## src/rtl/xfipcs_async_qual.sv

```systemverilog
// xfipcs_async_qual
// Level qualifier placed after the two-flop synchronizer. A new level on
// sync_in is accepted only after FILTER_LEN consecutive matching samples.
// Produces a filtered level, one-cycle rise/fall pulses and saturating
// counters of accepted transitions and aborted qualifications.
module xfipcs_async_qual #(
  parameter int FILTER_LEN = 8,
  parameter int CNT_WIDTH  = 16,
  parameter int GLT_WIDTH  = 8
) (
  input  logic                 clk,
  input  logic                 rst,
  input  logic                 sync_in,
  input  logic                 clr_cnt,
  output logic                 level_out,
  output logic                 rise_pulse,
  output logic                 fall_pulse,
  output logic [CNT_WIDTH-1:0] chg_cnt,
  output logic [GLT_WIDTH-1:0] glt_cnt
);

  // qcnt holds 0..FILTER_LEN-1, so ceil(log2(FILTER_LEN)) bits suffice
  localparam int QW = (FILTER_LEN > 1) ? $clog2(FILTER_LEN) : 1;
  localparam logic [QW-1:0]        QMAX    = QW'(FILTER_LEN - 1);
  localparam logic [QW-1:0]        QONE    = QW'(1);
  localparam logic [CNT_WIDTH-1:0] CHG_ONE = CNT_WIDTH'(1);
  localparam logic [GLT_WIDTH-1:0] GLT_ONE = GLT_WIDTH'(1);

  typedef enum logic [1:0] {
    LOW_STABLE  = 2'd0,
    LOW_QUAL    = 2'd1,
    HIGH_STABLE = 2'd2,
    HIGH_QUAL   = 2'd3
  } state_t;

  state_t        state;
  logic [QW-1:0] qcnt;
  logic          accept;
  logic          abort;

  // Decode this cycle's counter events from the current state and sample
  always_comb begin
    accept = 1'b0;
    abort  = 1'b0;
    case (state)
      LOW_QUAL: begin
        accept = sync_in && (qcnt == QMAX);
        abort  = !sync_in;
      end
      HIGH_QUAL: begin
        accept = !sync_in && (qcnt == QMAX);
        abort  = sync_in;
      end
      default: begin
        accept = 1'b0;
        abort  = 1'b0;
      end
    endcase
  end

  // Qualification FSM with registered level and event pulses
  always_ff @(posedge clk or posedge rst) begin
    if (rst) begin
      state      <= LOW_STABLE;
      qcnt       <= '0;
      level_out  <= 1'b0;
      rise_pulse <= 1'b0;
      fall_pulse <= 1'b0;
    end else begin
      rise_pulse <= 1'b0;
      fall_pulse <= 1'b0;
      case (state)
        LOW_STABLE: begin
          if (sync_in) begin
            state <= LOW_QUAL;
            qcnt  <= QONE;
          end
        end
        LOW_QUAL: begin
          if (!sync_in) begin
            state <= LOW_STABLE;
            qcnt  <= '0;
          end else if (qcnt == QMAX) begin
            state      <= HIGH_STABLE;
            qcnt       <= '0;
            level_out  <= 1'b1;
            rise_pulse <= 1'b1;
          end else begin
            qcnt <= qcnt + QONE;
          end
        end
        HIGH_STABLE: begin
          if (!sync_in) begin
            state <= HIGH_QUAL;
            qcnt  <= QONE;
          end
        end
        HIGH_QUAL: begin
          if (sync_in) begin
            state <= HIGH_STABLE;
            qcnt  <= '0;
          end else if (qcnt == QMAX) begin
            state      <= LOW_STABLE;
            qcnt       <= '0;
            level_out  <= 1'b0;
            fall_pulse <= 1'b1;
          end else begin
            qcnt <= qcnt + QONE;
          end
        end
        default: begin
          state <= LOW_STABLE;
          qcnt  <= '0;
        end
      endcase
    end
  end

  // Saturating transition counter; a clear wins over a same-cycle event
  always_ff @(posedge clk or posedge rst) begin
    if (rst) begin
      chg_cnt <= '0;
    end else if (clr_cnt) begin
      chg_cnt <= '0;
    end else if (accept && (chg_cnt != {CNT_WIDTH{1'b1}})) begin
      chg_cnt <= chg_cnt + CHG_ONE;
    end
  end

  // Saturating glitch counter; a clear wins over a same-cycle event
  always_ff @(posedge clk or posedge rst) begin
    if (rst) begin
      glt_cnt <= '0;
    end else if (clr_cnt) begin
      glt_cnt <= '0;
    end else if (abort && (glt_cnt != {GLT_WIDTH{1'b1}})) begin
      glt_cnt <= glt_cnt + GLT_ONE;
    end
  end

endmodule

```

## config.mk

```make
export PLATFORM = sky130hd
export DESIGN_NAME = xfipcs_async_qual
export DESIGN_NICKNAME = d
export VERILOG_FILES = /design/src/rtl/xfipcs_async_qual.sv
export SDC_FILE = /design/constraint.sdc
export NUM_CORES = 1
export LEC_CHECK = 0
export CORE_ASPECT_RATIO = 1.1
export CORE_UTILIZATION = 30
export CTS_CLUSTER_DIAMETER = 30
export DETAILED_ROUTE_END_ITERATION = 6
export HOLD_SLACK_MARGIN = 0.05
export PLACE_DENSITY = 0.58
export SLEW_MARGIN = 20
export SYNTH_ARGS = -nofsm -noshare
export SYNTH_HDL_FRONTEND = slang
export SYNTH_SLANG_ARGS = --single-unit
```

## constraint.sdc

```tcl
create_clock -name clk -period 6.4 [get_ports clk]
set_input_delay 1.28 -clock clk [delete_from_list [all_inputs] [get_ports clk]]
set_output_delay 1.28 -clock clk [all_outputs]
set_load 0.03 [all_outputs]
```

# ---- Yosys cells after proc, flatten, opt, wreduce, memory -nomap -nowiden
# Cells that the tools add are included.
dict set report totals {
  reg_bits 32
  in_bits 4
  out_inout_bits 27
  elab_cells 65
}
dict set report classes {
  n_addsub 3
  eq_ne 14
  mux 29
  reduce_logical 12
}
# operator n
set ops {}
lappend ops {{$mux 16} 2}
lappend ops {{$add 16x1->16 const B} 1}
lappend ops {{$mux 8} 2}
lappend ops {{$ne 16x16->1 const B} 1}
lappend ops {{$mux 3} 5}
lappend ops {{$mux 2} 6}
lappend ops {{$ne 2x2->1 const B} 6}
lappend ops {{$pmux 3 s4} 1}
lappend ops {{$mux 1} 9}
lappend ops {{$add 8x1->8 const B} 1}
lappend ops {{$ne 8x8->1 const B} 1}
lappend ops {{$pmux 2 s4} 1}
lappend ops {{$ne 3x3->1 const B} 2}
lappend ops {{$pmux 1 s2} 3}
lappend ops {{$reduce_bool 2->1} 3}
lappend ops {{$reduce_and 5->1} 1}
lappend ops {{$eq 2x2->1 const B} 2}
lappend ops {{$logic_and 1x1->1} 4}
lappend ops {{$reduce_and 4->1} 1}
lappend ops {{$add 3x1->3 const B} 1}
lappend ops {{$eq 3x3->1 const B} 1}
lappend ops {{$eq 2x1->1 const B} 1}
lappend ops {{$logic_not 2->1} 1}
lappend ops {{$reduce_and 2->1} 1}
lappend ops {{$logic_not 1->1} 1}

# ---- Logic depth before layout (Yosys ltp)
# Gate-level depths: netlist of the first run.
dict set report logic_depth {
  word_depth 6
  mapped_depth 8
  mapped_depth_nobuf 6
}

# ---- Least setup slack after synthesis of the first run
# No wires, ideal clock.
dict set report synth_path {
  path_type {input-to-reg}
  start {input sync_in}
  end {register chg_cnt[15]}
  setup_time_ns 0.078
  arrival_time_ns 2.744
  t_required_ns 6.322
  setup_slack_ns 3.578
  path_stages 5
  n_path_buf 0
  path_cell_list {ha_1 -> nand3_1 -> or4_4 -> or4_1 -> a21oi_1}
}
dict set report synth_via {
  elab_chain_cells 5
  word_cells_on_any_way 6
  classes_between {1 x mux; 5 x reduce/logical}
}
# item line_no
set synth_rtl {}
lappend synth_rtl {{start: declaration} 13} ;# input logic sync_in,
lappend synth_rtl {{$logic_not 1->1} -}
lappend synth_rtl {{$logic_and 1x1->1} 51} ;# accept = !sync_in && (qcnt == QMAX);
lappend synth_rtl {{$pmux 1 s2 *} 45} ;# case (state)
lappend synth_rtl {{$logic_and 1x1->1 *} 125} ;# end else if (accept && (chg_cnt != {CNT_WIDTH{1'b1}})) begin
lappend synth_rtl {{$reduce_bool 2->1 (no source line) *} -}
lappend synth_rtl {{end signal: assignment} 126} ;# chg_cnt <= chg_cnt + CHG_ONE;
lappend synth_rtl {{end: declaration} 18} ;# output logic [CNT_WIDTH-1:0] chg_cnt,
# Mark *: on every way between the ends. The rest lies on a longest branch, timed or not.
# A chain may end at the register's enable or synchronous reset.

# ---- Worst setup path after layout of the first run
# Same ends and word-level chain as after synthesis.

==> impl_metrics.py, run 1 <==
metrics = {
    "cells_and_area": {
        "drive_gt1_share_pct": 8.91,
        "fillers": 543,
        "stdcell_count": 277,
        "fin_nets": 211,
        "fin_util_pct": 39.8,
        "design_area_mm2": 0.00213,
        "area_growth_syn_to_layout_pct": 29.0,
        "antenna_cells": 0,
    },
    "detailed_routing": {
        "routed_via_density": 5.12,
        "vias": 1418,
        "drc_errors": 0,
        "drt_pass1_iterations": 4,
        "drt_iter0_markers": 78,
        "wl_um": 3610,
        "avgRoutedWirePerCell_um": 13.0,
        "ant_nets": 0,
    },
    "critical_path": {
        "startpoint": "sync_in",
        "end_kind": "register",
        "max_stage_delay_ps": 560,
        "start_kind": "primary input",
        "crit_chain": "clkdlybuf4s50_1 -> ha_1 -> nand3_1 -> or4_4 -> or4_1 -> a21oi_1",
        "rr_endpoint": "chg_cnt[15]$_DFFE_PP0P_",
        "critPathTopFamily": "simple AND/OR/NAND/NOR gates",
        "reg2reg_from": "state[0]$_DFFE_PP0P_",
        "r2r_slack_ps": 3950,
        "path_buf_inv": 1,
        "cp_slowest_cell": "or4_4",
        "rr_worst_depth": 6,
        "critPathKind": "primary input to register",
        "worst_ep_arrival_time_ps": 3500,
        "critPathRequiredTime_ps": 6590,
        "crit_path_max_fanout": 6,
    },
    "synthesis": {
        "ys.flop_type": "dfrtp_1",
        "synth_compound_area_share_pct": 16.4,
        "syn_inst": 167,
        "syn_area_mm2": 0.00165,
        "synth_top_cell_by_area": "dfrtp_1",
        "synth.distinct_cells": 39,
        "yosys_warnings": 0,
        "yosys-top-cells-count": "dfrtp_1, a21oi_1, nand2_1",
        "synth.avg_cell_area_um2": 9.90,
        "synth-xor-area-share_pct": 2.57,
        "async_reset_ff_share_pct": 100,
        "synth_area_leaders": "dfrtp_1, a21oi_1, ha_1",
        "synth.top_cell.area_share_pct": 48.4,
        "synth_fa_ha_area_share_pct": 4.54,
        "synth_top_family_by_area": "simple AND/OR/NAND/NOR gates",
        "synth_nets": 177,
        "synth.area.mux_share_pct": 2.57,
        "synth_edf_count": 0,
        "yosysMostFrequentCell": "dfrtp_1",
        "ys_ff_latch": 32,
        "synthSimpleGateAreaFrac_pct": 23.4,
        "yosysSeqAreaShare_pct": 48.4,
    },
    "clocking": {
        "clk_pin_slew_worst_paths_ps": 70,
        "cts_tree": "built",
        "cts-buffers-inserted": 5,
        "clk_latency_ps": 280,
        "clock_sinks": 32,
        "cts.repair.resized": 0,
        "ctsHtreeMaxLevel": 2,
        "cts_hold_repair.buffers": 0,
        "clockBufferDepth": 2,
        "post-cts-setup-buffer-count": 0,
        "cts_root_buf": "clkbuf_8",
    },
    "timing": {
        "tns_ps": 0,
        "rsz0062_at_grt": "false",
        "drv_slew": 0,
        "worst_pin_slew_ps": 975,
        "finalHoldViolCount": 0,
        "relSlewSlack_pct": 34.8,
        "fin_crit_sh_pct": 51.6,
        "fin_skew_ps": 2.30,
        "fin_crit_ps": 3310,
        "hold_ws_ps": 533,
        "setup_viol": 0,
        "fmaxAchievable_mhz": 303,
    },
    "global_route": {
        "overflow": 0,
        "grt_use_total_pct": 13.9,
        "grt_max_degree": 33,
        "first_global_vias": 1281,
        "antenna_found_initial": 0,
        "grt_pass1_wl_um": 6220,
    },
    "power_and_ir_drop": {
        "vdd.ir_drop.worst_mv": 0.141,
        "leakagePower_uw": 0.000842,
        "powerDensity_mw_per_mm2": 243,
    },
    "floorplan": {
        "dieArea_mm2": 0.00582,
        "start_util_pct": 30.9,
        "chipHeight_um": 79.9,
        "std_cell_rows": 28,
        "design.core.area_mm2": 0.00536,
        "ios": 31,
        "fp.dieW_um": 72.8,
    },
    "placed_design": {
        "placedCellCount": 269,
        "routabilityCongestion": 0.754,
        "dp_hpwl_um": 2430,
        "place_area_mm2": 0.00204,
        "io_buffers": 30,
    },
    "hold_path": {
        "min_path_type": "register to register",
        "min_delay_path_depth": 2,
        "hold-path-endpoint": "qcnt[1]$_DFFE_PP0P_",
        "hp-start": "qcnt[1]$_DFFE_PP0P_",
    },
    "outcome": {
        "status": "complete, no violations",
    },
    "job": {
        "max_cap_violations": 0,
    },
}
[sequential cells by signal (all words and copies together), names as in the netlist, named ones only]
signal / cells
chg_cnt: 16
fall_pulse: 1
glt_cnt: 8
level_out: 1
qcnt: 3
rise_pulse: 1
state: 1
[through the flow]
| stage | setup WS [ps] | power, µW |
|---|---|---|
| 2_1_floorplan | 3580 | 326 |
| 3_3_place_gp | 2860 | 359 |
| 3_5_place_dp | 2810 | 362 |
| 4_1_cts | 3100 | 527 |
| 5_1_grt | 2990 | 551 |
| 6_report | 3090 | 519 |
[placed cells by master, fill, tap and decap left out, types with 3 or more instances in the layout]
cell type / n
or4_1: 6
o31ai_1: 7
clkdlybuf4s50_1: 30
a21oi_1: 20
or3_1: 8
nor2_1: 9
inv_1: 4
nand2_1: 12
ha_1: 6
nand3_1: 7
xor2_1: 3
dfrtp_1: 32
clkbuf_8: 6
nand4_1: 6
o21ai_0: 11
[worst min-delay path: cells and delay by family (launching register included)]
kind	cells	cell delay [ps]
AOI/OAI and AO/OA	1	70
and+or+nand+nor	1	70
DFF	1	350
[kinds of logic (layout without fill, tap and decap cells)]
kind of cell,count (synthesis),count (layout)
AND/OR/NAND/NOR,67,67
AO/OA/AOI/OAI,45,45
flip-flops,32,32
buffers and inverters,9,44
adder cells (fa/ha/maj),6,6
XOR/XNOR,4,4
multiplexers,4,4
[power by group]
group          internal, µW  switching (µW)  leakage (µW)  total (µW)
logic                  46.7            57.6      0.000361         104
registers               223            29.7      0.000436         252
clock network          87.7            74.7     0.0000455         162
total                   357             162      0.000842         519
[how the worst max path moves through the flow]
stage | cells past startpoint | to | slack, ps
floorplan | 5 | chg_cnt[15]$_DFFE_PP0P_ | 3580
global placement | 6 | chg_cnt[15]$_DFFE_PP0P_ | 2860
detailed placement | 6 | chg_cnt[15]$_DFFE_PP0P_ | 2810
CTS | 6 | chg_cnt[15]$_DFFE_PP0P_ | 3100
global route | 6 | chg_cnt[15]$_DFFE_PP0P_ | 2990
finish | 6 | chg_cnt[15]$_DFFE_PP0P_ | 3090
[layout make-up]
| type | instances | area (µm²) | share of cell area, % |
|---|---|---|---|
| Tap cell | 75 | 93.8 | 4.40 |
| Inverter | 4 | 15.0 | 0.704 |
| Sequential cell | 32 | 801 | 37.5 |
| Timing Repair Buffer | 32 | 315 | 14.8 |
| Clock buffer | 8 | 90.1 | 4.22 |
| Multi-Input combinational cell | 126 | 818 | 38.4 |
[layer usage]
metal / track usage, % / share of wire (%)
met1: 17.5 / 48
met2: 22.6 / 48
met3: 3.79 / 3.2
met4: 5.10 / 1.3
met5: 0 / 0
(Power assumes the default switching activity.)
==> inputs of run 2 (changes only) <==
- PLACE_DENSITY: 0.58 -> 0.6
- clock period: 6.4 -> 2.95 ns (I/O delays scaled with it)
==> run 2 against run 1 <==
Against the previous run:
- setup slack worse by 2600 ps
- non-clock buffer count up 4
- clock power up 120%
- highest routed layer unchanged
- global-route usage down 0.57 points
- via count about the same
- critical path type unchanged
- critical endpoint unchanged
- power up 120%
==> impl_metrics.py, run 2 (synthesized netlist as in run 1, its figures left out) <==
metrics = {
    "critical_path": {
        "rr_endpoint": "chg_cnt[1]$_DFFE_PP0P_",
        "critPathRequiredTime_ps": 3160,
        "worst_ep_arrival_time_ps": 2650,
        "critPathKind": "primary input to register",
        "rr_worst_depth": 6,
        "reg2reg_from": "chg_cnt[0]$_DFFE_PP0P_",
        "crit_path_max_fanout": 6,
        "r2r_slack_ps": 570,
        "start_kind": "primary input",
        "startpoint": "sync_in",
        "end_kind": "register",
    },
    "timing": {
        "fmaxAchievable_mhz": 409,
        "layout_setup_ws_ps": 507,
        "worst_pin_slew_ps": 886,
        "tns_ps": 0,
        "rsz0062_at_grt": "false",
        "relSlewSlack_pct": 40.3,
        "setup_viol": 0,
        "fin_crit_sh_pct": 82.8,
        "drv_slew": 0,
        "finalHoldViolCount": 0,
        "fin_skew_ps": 7.06,
        "fin_crit_ps": 2440,
    },
    "cells_and_area": {
        "fillers": 537,
        "fin_util_pct": 40.4,
        "final_cell_mix": "dfrtp_1, clkdlybuf4s50_1, a21oi_1",
        "largestRegisters": "chg_cnt (16), glt_cnt (8), qcnt (3)",
        "antenna_cells": 0,
        "fin_nets": 215,
        "area_growth_syn_to_layout_pct": 30.8,
        "largest_register_ff_count": 16,
        "regMostFlops": "chg_cnt",
        "stdcell_count": 281,
        "drive_gt1_share_pct": 10.7,
        "final_common_cell": "dfrtp_1",
    },
    "hold_path": {
        "min_delay_path_depth": 2,
        "min_path_type": "register to register",
        "hold-path-endpoint": "qcnt[1]$_DFFE_PP0P_",
        "hp-start": "qcnt[1]$_DFFE_PP0P_",
    },
    "power_and_ir_drop": {
        "leakagePower_uw": 0.000862,
        "vdd.ir_drop.worst_mv": 0.179,
        "finalPower_uw": 1140,
        "powerDensity_mw_per_mm2": 529,
    },
    "job": {
        "max_cap_violations": 0,
    },
    "placed_design": {
        "routabilityCongestion": 0.699,
        "dp_hpwl_um": 2500,
        "io_buffers": 30,
        "placedCellCount": 273,
        "pre_cts_ws_ps": 217,
    },
    "clocking": {
        "cts.repair.resized": 0,
        "clock_sinks": 32,
        "cts_hold_repair.buffers": 0,
        "clk_latency_ps": 280,
        "post-cts-setup-buffer-count": 0,
        "cts_root_buf": "clkbuf_8",
        "ctsHtreeMaxLevel": 2,
        "clockBufferDepth": 2,
        "cts_tree": "built",
        "clk_pin_slew_worst_paths_ps": 70,
        "cts-buffers-inserted": 5,
    },
    "floorplan": {
        "chipHeight_um": 79.9,
        "fp.dieW_um": 72.8,
        "design.core.area_mm2": 0.00536,
        "start_util_pct": 30.9,
        "std_cell_rows": 28,
        "ios": 31,
        "dieArea_mm2": 0.00582,
    },
    "global_route": {
        "grt_pass1_wl_um": 6000,
        "first_global_vias": 1327,
        "antenna_found_initial": 0,
        "grt_use_total_pct": 13.3,
        "grt_max_degree": 33,
        "overflow": 0,
    },
    "detailed_routing": {
        "drc_errors": 0,
        "avgRoutedWirePerCell_um": 12.6,
        "wl_um": 3550,
        "routed_via_density": 5.04,
        "ant_nets": 0,
        "drt_iter0_markers": 112,
        "vias": 1417,
        "drt_pass1_iterations": 4,
    },
    "outcome": {
        "status": "complete, no violations",
    },
}
## run 2: cell types whose count changed in the layout (fill, tap and decap cells not counted)
cell / before / now
buf_4: 2 / 6
## run 2: per-layer routing
metal  global-route usage (%)  vias up  part of all wire (%)
met5                        0        -                     0
met4                     3.73        0                  0.79
met3                     3.91        4                   3.6
met2                     23.1       23                    50
met1                     15.9      684                    46
li1                         -      706                     -
## run 2: layout make-up
class	count	area, µm²	share of cell area, %
multi-input cells	126	818	37.8
well taps	75	93.8	4.34
inverters	4	15.0	0.694
repair buffers	36	345	16.0
clock buffers	8	90.1	4.16
flip-flops and latches	32	801	37.0
## run 2: stage by stage
stage	instance area, µm²	hold WS [ps]
2_1_floorplan	1650	481
3_3_place_gp	2070	502
3_5_place_dp	2070	517
4_1_cts	2160	534
5_1_grt	2160	562
6_report	2160	521
## run 2: power breakdown
group,leakage [µW],total (µW),switching (µW),internal [µW]
combinational,0.000380,268,148,120
clock,0.0000455,349,159,190
sequential,0.000436,527,44.1,483
total,0.000862,1140,351,794
## run 2: critical path: stages
cell and delay [ps]:
clkdlybuf4s50_1 440, ha_1 310, nand3_1 130, or4_4 540, or4_1 480, a21oi_1 160
## run 2: how the worst max path moves through the flow
stage / endpoint / slack [ps] / cells after the start
final: chg_cnt[15]$_DFFE_PP0P_ / 510 / 6
after global routing: chg_cnt[1]$_DFFE_PP0P_ / 340 / 6
after CTS: chg_cnt[15]$_DFFE_PP0P_ / 500 / 6
after detailed placement: chg_cnt[15]$_DFFE_PP0P_ / 220 / 6
after global placement: chg_cnt[13]$_DFFE_PP0P_ / 260 / 6
after floorplan: chg_cnt[15]$_DFFE_PP0P_ / 660 / 7
